`config.mk`:
```
export PLATFORM = sky130hd
export DESIGN_NAME = buf8_serout_flat
export DESIGN_NICKNAME = d
export VERILOG_FILES = /design/src/rtl/buf8_serout_if.sv /design/src/rtl/buf8_serout.sv /design/src/flat_wrapper.sv
export SDC_FILE = /design/constraint.sdc
export NUM_CORES = 1
export LEC_CHECK = 0
export ABC_AREA = 1
export BUFFER_PORTS_ARGS = -buffer_cell sky130_fd_sc_hd__buf_2
export CAP_MARGIN = 30
export CORE_MARGIN = 2
export CORE_UTILIZATION = 49
export CTS_CLUSTER_SIZE = 20
export DETAILED_ROUTE_END_ITERATION = 7
export PLACE_DENSITY = 0.82
export SETUP_SLACK_MARGIN = 0.4
export SKIP_LAST_GASP = 1
export SLEW_MARGIN = 20
export SYNTH_ARGS = -nofsm -noshare
export SYNTH_HDL_FRONTEND = slang
export SYNTH_SLANG_ARGS = --single-unit
```
`constraint.sdc`:
```
create_clock -name clk -period 8.9 [get_ports clk]
set_input_delay 2.225 -clock clk [delete_from_list [all_inputs] [get_ports clk]]
set_output_delay 2.225 -clock clk [all_outputs]
set_load 0.005 [all_outputs]
```
`src/rtl/buf8_serout_if.sv`:
```
// buf8_serout_if: load port and serial output stream of the 8-deep staging buffer.
interface buf8_serout_if #(parameter int WIDTH = 32);
    logic [WIDTH*8-1:0] inp;
    logic [2:0]         inp_len;
    logic               inp_vld;
    logic               inp_rdy;
    logic [WIDTH-1:0]   o;
    logic [2:0]         o_idx;
    logic               o_last;
    logic               o_vld;
    logic               o_rdy;
    modport master (
        output inp, inp_len, inp_vld, o_rdy,
        input  inp_rdy, o, o_idx, o_last, o_vld
    );
    modport slave (
        input  inp, inp_len, inp_vld, o_rdy,
        output inp_rdy, o, o_idx, o_last, o_vld
    );
endinterface

```
`src/rtl/buf8_serout.sv`:
```
// buf8_serout: captures up to eight elements in one cycle, then emits them
// one per handshake from element 0 on a valid/ready stream.
module buf8_serout #(parameter int WIDTH = 32) (
    input logic          clk,
    input logic          rst,
    buf8_serout_if.slave bus
);
    typedef enum logic {IDLE, SEND} state_t;
    state_t             r_state;
    logic [2:0]         r_ptr;
    logic [2:0]         r_len;
    logic [8*WIDTH-1:0] r_data;
    logic               w_load;
    logic               w_hs;
    assign bus.o_vld   = r_state == SEND;
    assign bus.o_idx   = r_ptr;
    assign bus.o_last  = bus.o_vld & (r_ptr == r_len);
    assign bus.o       = r_data[WIDTH*r_ptr +: WIDTH];
    // Accepting a load on the final handshake keeps bursts back-to-back.
    assign bus.inp_rdy = ~bus.o_vld | (bus.o_rdy & bus.o_last);
    assign w_load      = bus.inp_vld & bus.inp_rdy;
    assign w_hs        = bus.o_vld & bus.o_rdy;
    always_ff @(posedge clk or posedge rst) begin
        if (rst) begin
            r_state <= IDLE;
            r_ptr   <= 3'd0;
            r_len   <= 3'd0;
            r_data  <= '0;
        end else if (w_load) begin
            r_state <= SEND;
            r_ptr   <= 3'd0;
            r_len   <= bus.inp_len;
            r_data  <= bus.inp;
        end else if (w_hs) begin
            r_state <= bus.o_last ? IDLE : SEND;
            r_ptr   <= bus.o_last ? 3'd0 : r_ptr + 3'd1;
        end
    end
endmodule

```
`src/flat_wrapper.sv`:
```
// flat-port wrapper written by rule: the top's interface ports become plain ports
module buf8_serout_flat 
#(parameter int WIDTH = 32)
  (clk, rst, bus_inp, bus_inp_len, bus_inp_vld, bus_o_rdy, bus_inp_rdy, bus_o, bus_o_idx, bus_o_last, bus_o_vld);
  buf8_serout_if #(.WIDTH(WIDTH)) bus_i ();
  input logic clk;
  input logic rst;
  input wire logic [$bits(bus_i.inp)-1:0] bus_inp;
  input wire logic [$bits(bus_i.inp_len)-1:0] bus_inp_len;
  input wire logic [$bits(bus_i.inp_vld)-1:0] bus_inp_vld;
  input wire logic [$bits(bus_i.o_rdy)-1:0] bus_o_rdy;
  output wire logic [$bits(bus_i.inp_rdy)-1:0] bus_inp_rdy;
  output wire logic [$bits(bus_i.o)-1:0] bus_o;
  output wire logic [$bits(bus_i.o_idx)-1:0] bus_o_idx;
  output wire logic [$bits(bus_i.o_last)-1:0] bus_o_last;
  output wire logic [$bits(bus_i.o_vld)-1:0] bus_o_vld;
  assign bus_i.inp = bus_inp;
  assign bus_i.inp_len = bus_inp_len;
  assign bus_i.inp_vld = bus_inp_vld;
  assign bus_i.o_rdy = bus_o_rdy;
  assign bus_inp_rdy = bus_i.inp_rdy;
  assign bus_o = bus_i.o;
  assign bus_o_idx = bus_i.o_idx;
  assign bus_o_last = bus_i.o_last;
  assign bus_o_vld = bus_i.o_vld;
  buf8_serout #(.WIDTH(WIDTH)) u_core (.clk(clk), .rst(rst), .bus(bus_i));
endmodule
```
# Yosys cells after proc, flatten, opt, wreduce, memory -nomap -nowiden
# Cells that the tools add are included.
dict set report totals {
  input_bits 263
  regBits 263
}
dict set report classes {
  mux 6
  bitwise 6
  reduce_logical 1
  shifts 1
  n_addsub 1
  n_eq_ne 1
}
# op count
set ops {}
lappend ops {{$shiftx A256 B9 Y32} 1}
lappend ops {{$mux W3} 3}
lappend ops {{$and A1 B1 Y1} 4}
lappend ops {{$add A3 B1 Y3 const B} 1}
lappend ops {{$eq A3 B3 Y1} 1}
lappend ops {{$mux W1} 3}
lappend ops {{$reduce_bool A2 Y1} 1}
lappend ops {{$not A1 Y1} 1}
lappend ops {{$or A1 B1 Y1} 1}

# Depth between registers and ports, before layout
# Gate-level depths: netlist (run 1).
dict set report depth {
  word_depth 6
  mapped_depth 12
  mapped_depth_nobuf 9
}

# Least setup slack after synthesis (run 1)
# No wires, ideal clock.
dict set report synth_timing {
  path_type {input to output}
  startpoint {input port bus_o_rdy}
  endpoint {output port bus_inp_rdy}
  required_ps 6675
  n_path_buf 1
  t_arrival_ps 2679
  slack_ps 3996
  stages 3
  path_cell_list {nand3_2 nand2_4 clkbuf_1}
}
dict set report synth_via {
  elab_chain_len 2
}
# item line_no
set synth_rtl {}
lappend synth_rtl {{start: declaration} flat_wrapper.sv:11} ;# input wire logic [$bits(bus_i.o_rdy)-1:0] bus_o_rdy;
lappend synth_rtl {{$and A1 B1 Y1} buf8_serout.sv:20} ;# assign bus.inp_rdy = ~bus.o_vld | (bus.o_rdy & bus.o_last);
lappend synth_rtl {{$or A1 B1 Y1} buf8_serout.sv:20}
lappend synth_rtl {{end: declaration} flat_wrapper.sv:12} ;# output wire logic [$bits(bus_i.inp_rdy)-1:0] bus_inp_rdy;
# No other way between the ends.

# Final worst setup path (run 1)
dict set report layout_timing {
  startpoint {register u_core.r_ptr[0], in the netlist u_core.bus.o_idx[0]}
  endpoint {output port bus_o[20]}
}
dict set report layout_via {
  elab_chain_len 1
}
# item line_no
set layout_rtl {}
lappend layout_rtl {{start: declaration} buf8_serout.sv:10} ;# logic [2:0] r_ptr;
lappend layout_rtl {{start signal: assignment} buf8_serout.sv:36} ;# r_ptr <= bus.o_last ? 3'd0 : r_ptr + 3'd1;
lappend layout_rtl {{$shiftx A256 B9 Y32} buf8_serout.sv:18} ;# assign bus.o = r_data[WIDTH*r_ptr +: WIDTH];
lappend layout_rtl {{end: declaration} flat_wrapper.sv:13} ;# output wire logic [$bits(bus_i.o)-1:0] bus_o;
# No other way between the ends.

==> results.sh, run 1 <==
export IMPL_routedWlPerCell_um=18.2
export IMPL_synth_top_area_share_pct=52.8
export IMPL_clk_path_buf_depth=3
export IMPL_synth_edff_count=0
export IMPL_ys_top_cells_by_area="dfrtp_1 (53%), nand2_1 (19%), nand3_1 (10%)"
export IMPL_cts_hold_buf=0
export IMPL_drv_cap=0
export IMPL_max_freq_mhz=177
export IMPL_rsz0062_at_grt="no"
export IMPL_cts_tree="done"
export IMPL_clk_pin_slew_ns=0.06
export IMPL_yosysTopAreaCell="dfrtp_1"
export IMPL_grt_usage_pct=29.5
export IMPL_required_ns=6.68
export IMPL_grt_overflow=0
export IMPL_start_kind="flip-flop"
export IMPL_ys_flop_type="dfrtp_1"
export IMPL_synth_cell_types=19
export IMPL_met3_wirelength_um=3250
export IMPL_crit_family="buffers and inverters"
export IMPL_instances_no_fill=2200
export IMPL_clockRootBuffer="clkbuf_16"
export IMPL_end_kind="output port"
export IMPL_clock_latency_ns=0.54
export IMPL_grt_max_degree=152
export IMPL_grt_pass1_vias=11400
export IMPL_worstSetupPathType="flip-flop to output port"
export IMPL_die_h_um=164
export IMPL_syn_to_final_growth_pct=20.1
export IMPL_setup_tns_ns=0
export IMPL_fin_skew_ns=0.00910
export IMPL_drcViolationCount=0
export IMPL_ant_nets=0
export IMPL_placed_area_um2=14000
export IMPL_drive_gt1_share_pct=19.9
export IMPL_design_area_um2=15000
export IMPL_synth_cells=1633
export IMPL_antenna_found_initial=4
export IMPL_routed_wl_um=40100
export IMPL_yosys_register_bits=263
export IMPL_cts_num_sinks=263
export IMPL_crit_chain="inv_4, buf_4, o21ai_0, o22ai_1, nand2_1, nand2_1, buf_2"
export IMPL_finalNetCount=2109
export IMPL_vias_per_cell=5.60
export IMPL_ir_drop_mv=0.318
export IMPL_h_tree_depth=1
export IMPL_top_layer_used="met4"
export IMPL_dp_cells=2144
export IMPL_num_io_pins=301
export IMPL_cp_depth=7
export IMPL_post_cts_buffers=0
export IMPL_min_period_ns=5.66
export IMPL_slowest_stage="buf_4"
export IMPL_r2r_start="u_core.bus.o_idx[1]"
export IMPL_rr_endpoint="u_core.r_data[218]"
export IMPL_globalplace_congestion=0.888
export IMPL_syn_cell_area_um2=12500
export IMPL_fin_ws_ns=3.24
export IMPL_holdPathStages=2
export IMPL_setup_viol=0
export IMPL_cts_resized=0
export IMPL_cellLeakagePower_nw=8.09
export IMPL_ys_seq_area_share_pct=52.8
export IMPL_grt_pass1_wl_um=61500
export IMPL_met1_length_um=16800
export IMPL_place_ws_ns=3.65
export IMPL_dp_hpwl_um=26900
export IMPL_initial_core_util_pct=49.7
export IMPL_cts_made_buffers=28
export IMPL_power_density_nw_per_um2=386
export IMPL_rows=58
export IMPL_rr_worst_depth=13
export IMPL_die_w_um=164
export IMPL_cp_endpoint="bus_o[20]"
export IMPL_core_area_um2=25100
export IMPL_startpoint="u_core.bus.o_idx[0]"
export IMPL_nFillCells=2309
export IMPL_avgSynthCellArea_um2=7.64
export IMPL_hold_class="flip-flop to flip-flop"
export IMPL_synth_fp_nets=1897
export IMPL_worst_pin_slew_ns=1.01
export IMPL_status="finished, final reports clean"
export IMPL_synth_top_cells_by_count="nand2_1 (635), dfrtp_1 (263), nand3_1 (259)"
export IMPL_vias=12300
export IMPL_yosysMostFrequentCell="nand2_1"
export IMPL_ys_warnings_count=0
export IMPL_critPathMaxStageDelay_ns=0.73
export IMPL_crit_arrival_ns=3.43
export IMPL_final_max_slew_viol_count=0
export IMPL_drt_pass1_iter_count=7
export IMPL_drt_initial_drc_count=1270
export IMPL_maxSlewHeadroom_pct=32.3
export IMPL_r2r_setup_slack_ns=4.79
export IMPL_path_common_cell="nand2_1"
export IMPL_wl_met2_um=18600
export IMPL_hold_violations=0
export IMPL_period_share_pct=63.6
export IMPL_crit_fanout=81
export IMPL_port_buffers=300
export IMPL_die_area_um2=26700
export IMPL_power_mw=5.79
export IMPL_async_flop_share_pct=100
export IMPL_crit_buf_inv=3
final cells by class:
cell class	instances	area (µm²)	share of cell area, %
tap	330	413	2.76
sequential	263	6590	44.0
inverter	10	43.8	0.292
timing repair buffer	316	1700	11.3
multi-input combinational	1226	5300	35.4
antenna	3	7.51	0.0501
clock inverter	12	121	0.810
clock buffer	40	807	5.39
cells in the final DEF (no fill, tap or decap):
cell type	instances
buf_4	12
clkbuf_1	7
ha_1	1
nor2_1	133
nand3_1	259
bufinv_16	2
inv_2	2
inv_1	6
buf_12	2
buf_16	2
clkinvlp_4	4
inv_4	1
clkbuf_16	29
nor2_2	1
diode_2	3
nand2_8	2
dfrtp_1	261
xnor2_1	1
clkinv_2	6
dfrtp_2	1
nand2_1	635
o21ai_0	129
nand3_2	1
buf_2	299
o22ai_1	64
clkbuf_8	5
dfrtp_4	1
clkinv_4	1
flip-flops by register name (all words and copies together), names as in the netlist:
name              flops
u_core.r_data       256
u_core.r_len          3
u_core.bus.o_idx      3
u_core.bus.o_vld      1
worst reg2reg max path, stage by stage, from the launching register on:
cell and delay (ns):
dfrtp_2 0.38, buf_4 0.35, inv_2 0.13, buf_4 0.60, nand2_1 0.11, nand2_1 0.09
nor2_1 0.06, nand3_2 0.13, nand2_8 0.25, nand2_8 0.77, buf_4 0.60, buf_16 0.33
nand2_1 0.16, nand2_1 0.08
report_power, final:
part | internal, mW | switching, mW | leakage (nW)
Combinational | 0.811 | 1.69 | 4.36
Sequential | 1.76 | 0.345 | 3.28
Clock | 0.689 | 0.487 | 0.451
Total | 3.26 | 2.52 | 8.09
worst min path at each step:
stage,end,slack (ns),startpoint
final,u_core.r_data[187],0.46,u_core.r_data[187]
after CTS,u_core.r_data[181],0.47,u_core.r_data[181]
after floorplan,u_core.r_data[64],0.44,u_core.r_data[64]
after detailed placement,u_core.r_data[73],0.45,u_core.r_data[73]
after global placement,u_core.r_data[187],0.45,u_core.r_data[187]
after global routing,u_core.r_data[74],0.48,u_core.r_data[74]
cell families after synthesis:
kind of cell	count (synthesis)	share of synthesized area (%)
compound gates	193	8.39
xor+xnor	1	0.0703
flops	263	52.8
fa+ha+maj	1	0.100
buf+inv	144	4.88
simple gates	1031	33.8
stage by stage:
stage               hold slack, ns  utilization (%)
floorplan                    0.437                -
global placement             0.448             55.6
detailed placement           0.453             55.8
CTS                          0.468             59.5
global route                 0.485             59.6
finish                       0.464             59.6
layer usage:
| metal | global-route usage (%) | up-vias |
|---|---|---|
| li1 | - | 5756 |
| met1 | 41.7 | 5850 |
| met2 | 46.4 | 619 |
| met3 | 4.52 | 87 |
| met4 | 10.8 | 0 |
| met5 | 0 | - |
No activity file was read; power rests on OpenSTA's default activity.
==> inputs of run 2 (changes only) <==
==> constraint.sdc (replaced) <==
create_clock -name clk -period 5.1 [get_ports clk]
set_input_delay 1.275 -clock clk [delete_from_list [all_inputs] [get_ports clk]]
set_output_delay 1.275 -clock clk [all_outputs]
set_load 0.005 [all_outputs]
==> run 2 against run 1 <==
Flip-flop and latch count unchanged. Combinational power increased by 73%. Sequential share of layout area decreased by 0.055 points. Clock skew increased by 0.0022 ns. First-iteration DRC count increased by 21%. Global-route usage increased by 1.1 points. Utilization increased by 0.075 points. Critical path type unchanged. Critical endpoint is now bus_o[21]. Largest power group unchanged. Highest routed layer unchanged.
==> results.sh, run 2 (synthesis gave the netlist of run 1 again) <==
export IMPL_setup_tns_ns=0
export IMPL_final_max_slew_viol_count=0
export IMPL_grt_pass1_vias=11600
export IMPL_worstSetupPathType="flip-flop to output port"
export IMPL_fin_ws_ns=0.739
export IMPL_num_io_pins=301
export IMPL_hold_violations=0
export IMPL_period_share_pct=85.5
export IMPL_worst_pin_slew_ns=0.780
export IMPL_cts_resized=0
export IMPL_drt_pass1_iter_count=8
export IMPL_cts_tree="done"
export IMPL_syn_to_final_growth_pct=20.3
export IMPL_routedWlPerCell_um=18.7
export IMPL_final_cell_mix="nand2_1 (635), buf_2 (299), dfrtp_1 (261)"
export IMPL_crit_fanout=63
export IMPL_fin_skew_ns=0.0113
export IMPL_status="finished, final reports clean"
export IMPL_core_area_um2=25100
export IMPL_ir_drop_mv=0.620
export IMPL_rsz0062_at_grt="no"
export IMPL_die_h_um=164
export IMPL_clk_pin_slew_ns=0.06
export IMPL_vias_per_cell=5.61
export IMPL_post_cts_buffers=0
export IMPL_cts_hold_buf=0
export IMPL_cts_made_buffers=27
export IMPL_required_ns=3.83
export IMPL_routed_wl_um=41100
export IMPL_crit_arrival_ns=3.09
export IMPL_drive_gt1_share_pct=19.7
export IMPL_drt_initial_drc_count=1539
export IMPL_h_tree_depth=1
export IMPL_port_buffers=300
export IMPL_clockRootBuffer="clkbuf_16"
export IMPL_dp_hpwl_um=28400
export IMPL_setup_viol=0
export IMPL_initial_core_util_pct=49.7
export IMPL_globalplace_congestion=0.859
export IMPL_place_ws_ns=1.32
export IMPL_grt_pass1_wl_um=63200
export IMPL_cellLeakagePower_nw=8.11
export IMPL_finalNetCount=2108
export IMPL_end_kind="output port"
export IMPL_clock_latency_ns=0.53
export IMPL_cts_num_sinks=263
export IMPL_grt_max_degree=201
export IMPL_top_register="u_core.r_data"
export IMPL_die_w_um=164
export IMPL_grt_usage_pct=30.6
export IMPL_max_freq_mhz=229
export IMPL_ant_nets=0
export IMPL_drv_cap=0
export IMPL_rows=58
export IMPL_nFillCells=2291
export IMPL_antenna_found_initial=0
export IMPL_vias=12300
export IMPL_largest_register_ffs=256
export IMPL_power_mw=10.2
export IMPL_power_density_nw_per_um2=679
export IMPL_maxSlewHeadroom_pct=48.0
export IMPL_grt_overflow=0
export IMPL_start_kind="flip-flop"
export IMPL_min_period_ns=4.36
export IMPL_die_area_um2=26700
export IMPL_clk_path_buf_depth=3
export IMPL_hold_class="flip-flop to flip-flop"
export IMPL_drcViolationCount=0
export IMPL_final_common_cell="nand2_1"
[run 2: worst max-delay path: stages (launching register included)]
cell and delay [ns]:
dfrtp_4 0.70, inv_4 0.52, buf_4 0.45, o21ai_0 0.16, o22ai_1 0.35, nand2_1 0.10, nand2_1 0.08, buf_2 0.12
[run 2: through the flow]
| stage | std cells | utilization (%) | hold slack, ns | area [µm²] |
|---|---|---|---|---|
| floorplan | 1633 | - | 0.437 | 12500 |
| global placement | 2142 | 55.7 | 0.449 | 14000 |
| detailed placement | 2142 | 55.7 | 0.453 | 14000 |
| CTS | 2190 | 59.4 | 0.468 | 14900 |
| global route | 2193 | 59.7 | 0.482 | 15000 |
| finish | 2194 | 59.7 | 0.466 | 15000 |
[run 2: final timing paths]
kind                                          start                 end  slack [ns]  cells after the start
worst max-delay path            u_core.bus.o_idx[0]           bus_o[21]        0.74                      7
worst min-delay path              u_core.r_data[80]   u_core.r_data[80]        0.47                      2
worst max register to register  u_core.bus.o_idx[0]  u_core.r_data[162]        1.62                      9
worst min register to register    u_core.r_data[80]   u_core.r_data[80]        0.47                      2
max in group asynchronous                       rst    u_core.r_data[6]        3.03                      4
min in group asynchronous                       rst  u_core.r_data[234]        0.74                      2
[run 2: final cells by class]
| cell class | count | area, µm² | area share [%] |
|---|---|---|---|
| Antenna cell | 1 | 2.50 | 0.0167 |
| Multi-Input combinational cell | 1226 | 5300 | 35.4 |
| Inverter | 10 | 43.8 | 0.292 |
| Clock inverter | 8 | 143 | 0.951 |
| Tap cell | 330 | 413 | 2.75 |
| Sequential cell | 263 | 6590 | 43.9 |
| Timing Repair Buffer | 316 | 1720 | 11.5 |
| Clock buffer | 40 | 785 | 5.23 |
[run 2: metal layers]
metal | vias to the layer above | GRT usage (%) | share of wire, %
li1 | 5749 | - | -
met1 | 5842 | 42.7 | 41
met2 | 591 | 47.6 | 46
met3 | 131 | 5.33 | 8.3
met4 | 0 | 12.3 | 4.4
met5 | - | 0 | 0
[run 2: power breakdown]
group / internal, mW / total [mW] / switching (mW)
Sequential: 3.08 / 3.76 / 0.681
Clock: 1.26 / 2.09 / 0.825
Combinational: 1.40 / 4.33 / 2.93
Total: 5.74 / 10.2 / 4.43
==> inputs of run 3 (changes only) <==
--- a/config.mk
+++ b/config.mk
@@ -8,6 +8,7 @@
 export ABC_AREA = 1
 export BUFFER_PORTS_ARGS = -buffer_cell sky130_fd_sc_hd__buf_2
 export CAP_MARGIN = 30
+export CORE_ASPECT_RATIO = 2
 export CORE_MARGIN = 2
 export CORE_UTILIZATION = 49
 export CTS_CLUSTER_SIZE = 20
==> run 3 against run 2 <==
Critical path depth down 1. Wire length up 4.6%. First-iteration DRC count down 23%. Sequential power barely moved. Critical endpoint is now bus_o[25]. Cell count barely moved. Sequential share of layout area grew 0.29 points. Non-clock buffer count rose by 2. Highest routed layer unchanged. Critical path type unchanged.
==> results.sh, run 3 (synthesis gave the netlist of run 1 again) <==
export IMPL_status="finished, final reports clean"
export IMPL_drcViolationCount=0
export IMPL_rsz0062_at_grt="no"
export IMPL_grt_usage_pct=31.8
export IMPL_maxSlewHeadroom_pct=37.7
export IMPL_p_switching_mw=4.43
export IMPL_holdPathStages=2
export IMPL_clkPwrFrac_pct=18.5
export IMPL_cts_num_sinks=263
export IMPL_end_kind="output port"
export IMPL_drt_pass1_iter_count=5
export IMPL_die_w_um=117
export IMPL_die_area_um2=26800
export IMPL_cellLeakagePower_nw=8.06
export IMPL_clk_pin_slew_ns=0.07
export IMPL_top_register="u_core.r_data"
export IMPL_max_freq_mhz=232
export IMPL_setup_tns_ns=0
export IMPL_ir_drop_mv=0.319
export IMPL_cts_hold_buf=0
export IMPL_crit_arrival_ns=3.03
export IMPL_power_density_nw_per_um2=670
export IMPL_routedWlPerCell_um=19.6
export IMPL_path_common_cell="nand2_1"
export IMPL_setup_viol=0
export IMPL_rows=82
export IMPL_use_met3_pct=3.52
export IMPL_nFillCells=2254
export IMPL_min_period_ns=4.31
export IMPL_clock_latency_ns=0.54
export IMPL_crit_chain="buf_4, o21ai_0, o22ai_1, nand2_1, nand2_1, buf_2"
export IMPL_drt_initial_drc_count=1192
export IMPL_drv_cap=0
export IMPL_final_max_slew_viol_count=0
export IMPL_clockRootBuffer="clkbuf_16"
export IMPL_worstSetupPathType="flip-flop to output port"
export IMPL_grt_max_degree=118
export IMPL_gr_usage_met1_pct=36.9
export IMPL_crit_family="buffers and inverters"
export IMPL_crit_buf_inv=2
export IMPL_worst_pin_slew_ns=0.934
export IMPL_post_cts_buffers=0
export IMPL_slowest_stage="buf_4"
export IMPL_r2r_setup_slack_ns=1.63
export IMPL_dp_hpwl_um=31000
export IMPL_num_io_pins=301
export IMPL_finalNetCount=2107
export IMPL_port_buffers=300
export IMPL_postLayoutCoreUtil_pct=59.5
export IMPL_hold_class="flip-flop to flip-flop"
export IMPL_crit_fanout=97
export IMPL_ant_nets=0
export IMPL_rr_worst_depth=9
export IMPL_internal_power_mw=5.55
export IMPL_grt_busiest_layer="met2"
export IMPL_antenna_cells=0
export IMPL_power_frac_seq_pct=37.5
export IMPL_critPathMaxStageDelay_ns=0.75
export IMPL_hold_end="u_core.r_data[35]"
export IMPL_hold_violations=0
export IMPL_period_share_pct=84.4
export IMPL_r2r_start="u_core.bus.o_idx[0]"
export IMPL_routed_wl_um=42900
export IMPL_core_area_um2=25000
export IMPL_grt_pass1_vias=11900
export IMPL_p_comb_share_pct=44.0
export IMPL_grt_pass1_wl_um=64300
export IMPL_cts_tree="done"
export IMPL_drive_gt1_share_pct=19.8
export IMPL_switching_share_pct=44.4
export IMPL_grtUsageMet2_pct=51.4
export IMPL_clk_path_buf_depth=3
export IMPL_required_ns=3.83
export IMPL_rr_endpoint="u_core.r_data[92]"
export IMPL_start_kind="flip-flop"
export IMPL_cts_made_buffers=24
export IMPL_fin_skew_ns=0.0177
export IMPL_vias=12300
export IMPL_final_cell_mix="nand2_1 (635), buf_2 (299), dfrtp_1 (261)"
export IMPL_h_tree_depth=1
export IMPL_globalplace_congestion=0.929
export IMPL_die_h_um=230
export IMPL_vias_per_cell=5.60
export IMPL_antenna_found_initial=0
export IMPL_syn_to_final_growth_pct=19.5
export IMPL_final_common_cell="nand2_1"
export IMPL_min_from="u_core.r_data[35]"
export IMPL_initial_core_util_pct=49.8
export IMPL_largest_register_ffs=256
export IMPL_cts_resized=0
export IMPL_grt_overflow=0
==> run 3: cell types whose count changed in the layout (fill, tap and decap cells not counted) <==
cell and delta:
buf_4 +2, bufinv_16 -3, clkbuf_1 -6, clkbuf_16 -2
clkinv_2 +1, clkinv_4 +1, clkinv_8 +1, clkinvlp_4 +2
diode_2 -1
==> run 3: how the worst max path moves through the flow <==
stage,from,to,slack [ns],cells past startpoint
2_1_floorplan,rst,u_core.bus.o_idx[0],0.36,1
3_3_place_gp,u_core.bus.o_idx[0],bus_o[15],1.29,7
3_5_place_dp,u_core.bus.o_idx[0],bus_o[16],1.31,7
4_1_cts,u_core.bus.o_idx[0],bus_o[16],0.74,7
5_1_grt,u_core.bus.o_idx[0],bus_o[3],0.65,6
6_report,u_core.bus.o_idx[0],bus_o[25],0.79,6
==> run 3: area by class of cell <==
type / count / area [µm²] / area share, %
well taps: 336 / 420 / 2.82
repair buffers: 318 / 1740 / 11.6
inverters: 10 / 43.8 / 0.294
flip-flops and latches: 263 / 6590 / 44.2
clock buffers: 32 / 712 / 4.78
clock inverters: 10 / 97.6 / 0.655
multi-input cells: 1226 / 5300 / 35.6
==> run 3: worst reg2reg max path, stage by stage (launching register included) <==
cell and delay, ns:
dfrtp_4 0.65, inv_4 0.34, buf_16 0.33, nor2_1 0.12
nor2_1 0.17, nand3_2 0.16, nand2_8 0.31, buf_4 0.67
nand3_1 0.48, nand2_1 0.17
==> run 3: power by group through the flow <==
stage,clock [mW],combinational [mW],sequential (mW)
after CTS,1.85,4.35,3.72
after global placement,0,4.17,3.73
after detailed placement,0,4.32,3.74
after global routing,1.94,4.91,3.83
after floorplan,0,2.98,3.47
final,1.85,4.39,3.74
==> run 3: stage by stage <==
step                      power, mW  cell area, µm²  setup slack [ns]  cells  hold slack [ns]
after floorplan                6.45           12500             0.355   1633            0.437
after global placement         7.90           14000              1.29   2150            0.448
after detailed placement       8.06           14100              1.31   2152            0.453
after CTS                      9.91           14900             0.736   2194            0.470
after global routing           10.7           14900             0.654   2195            0.481
final                          9.98           14900             0.795   2195            0.468
==> run 3: metal layers <==
metal / wire, µm / vias to the layer above / part of all wire (%)
met5: 0 / - / 0
met4: 4220 / 0 / 9.8
met3: 2870 / 153 / 6.7
met2: 20800 / 652 / 48
met1: 15000 / 5747 / 35
li1: - / 5737 / -
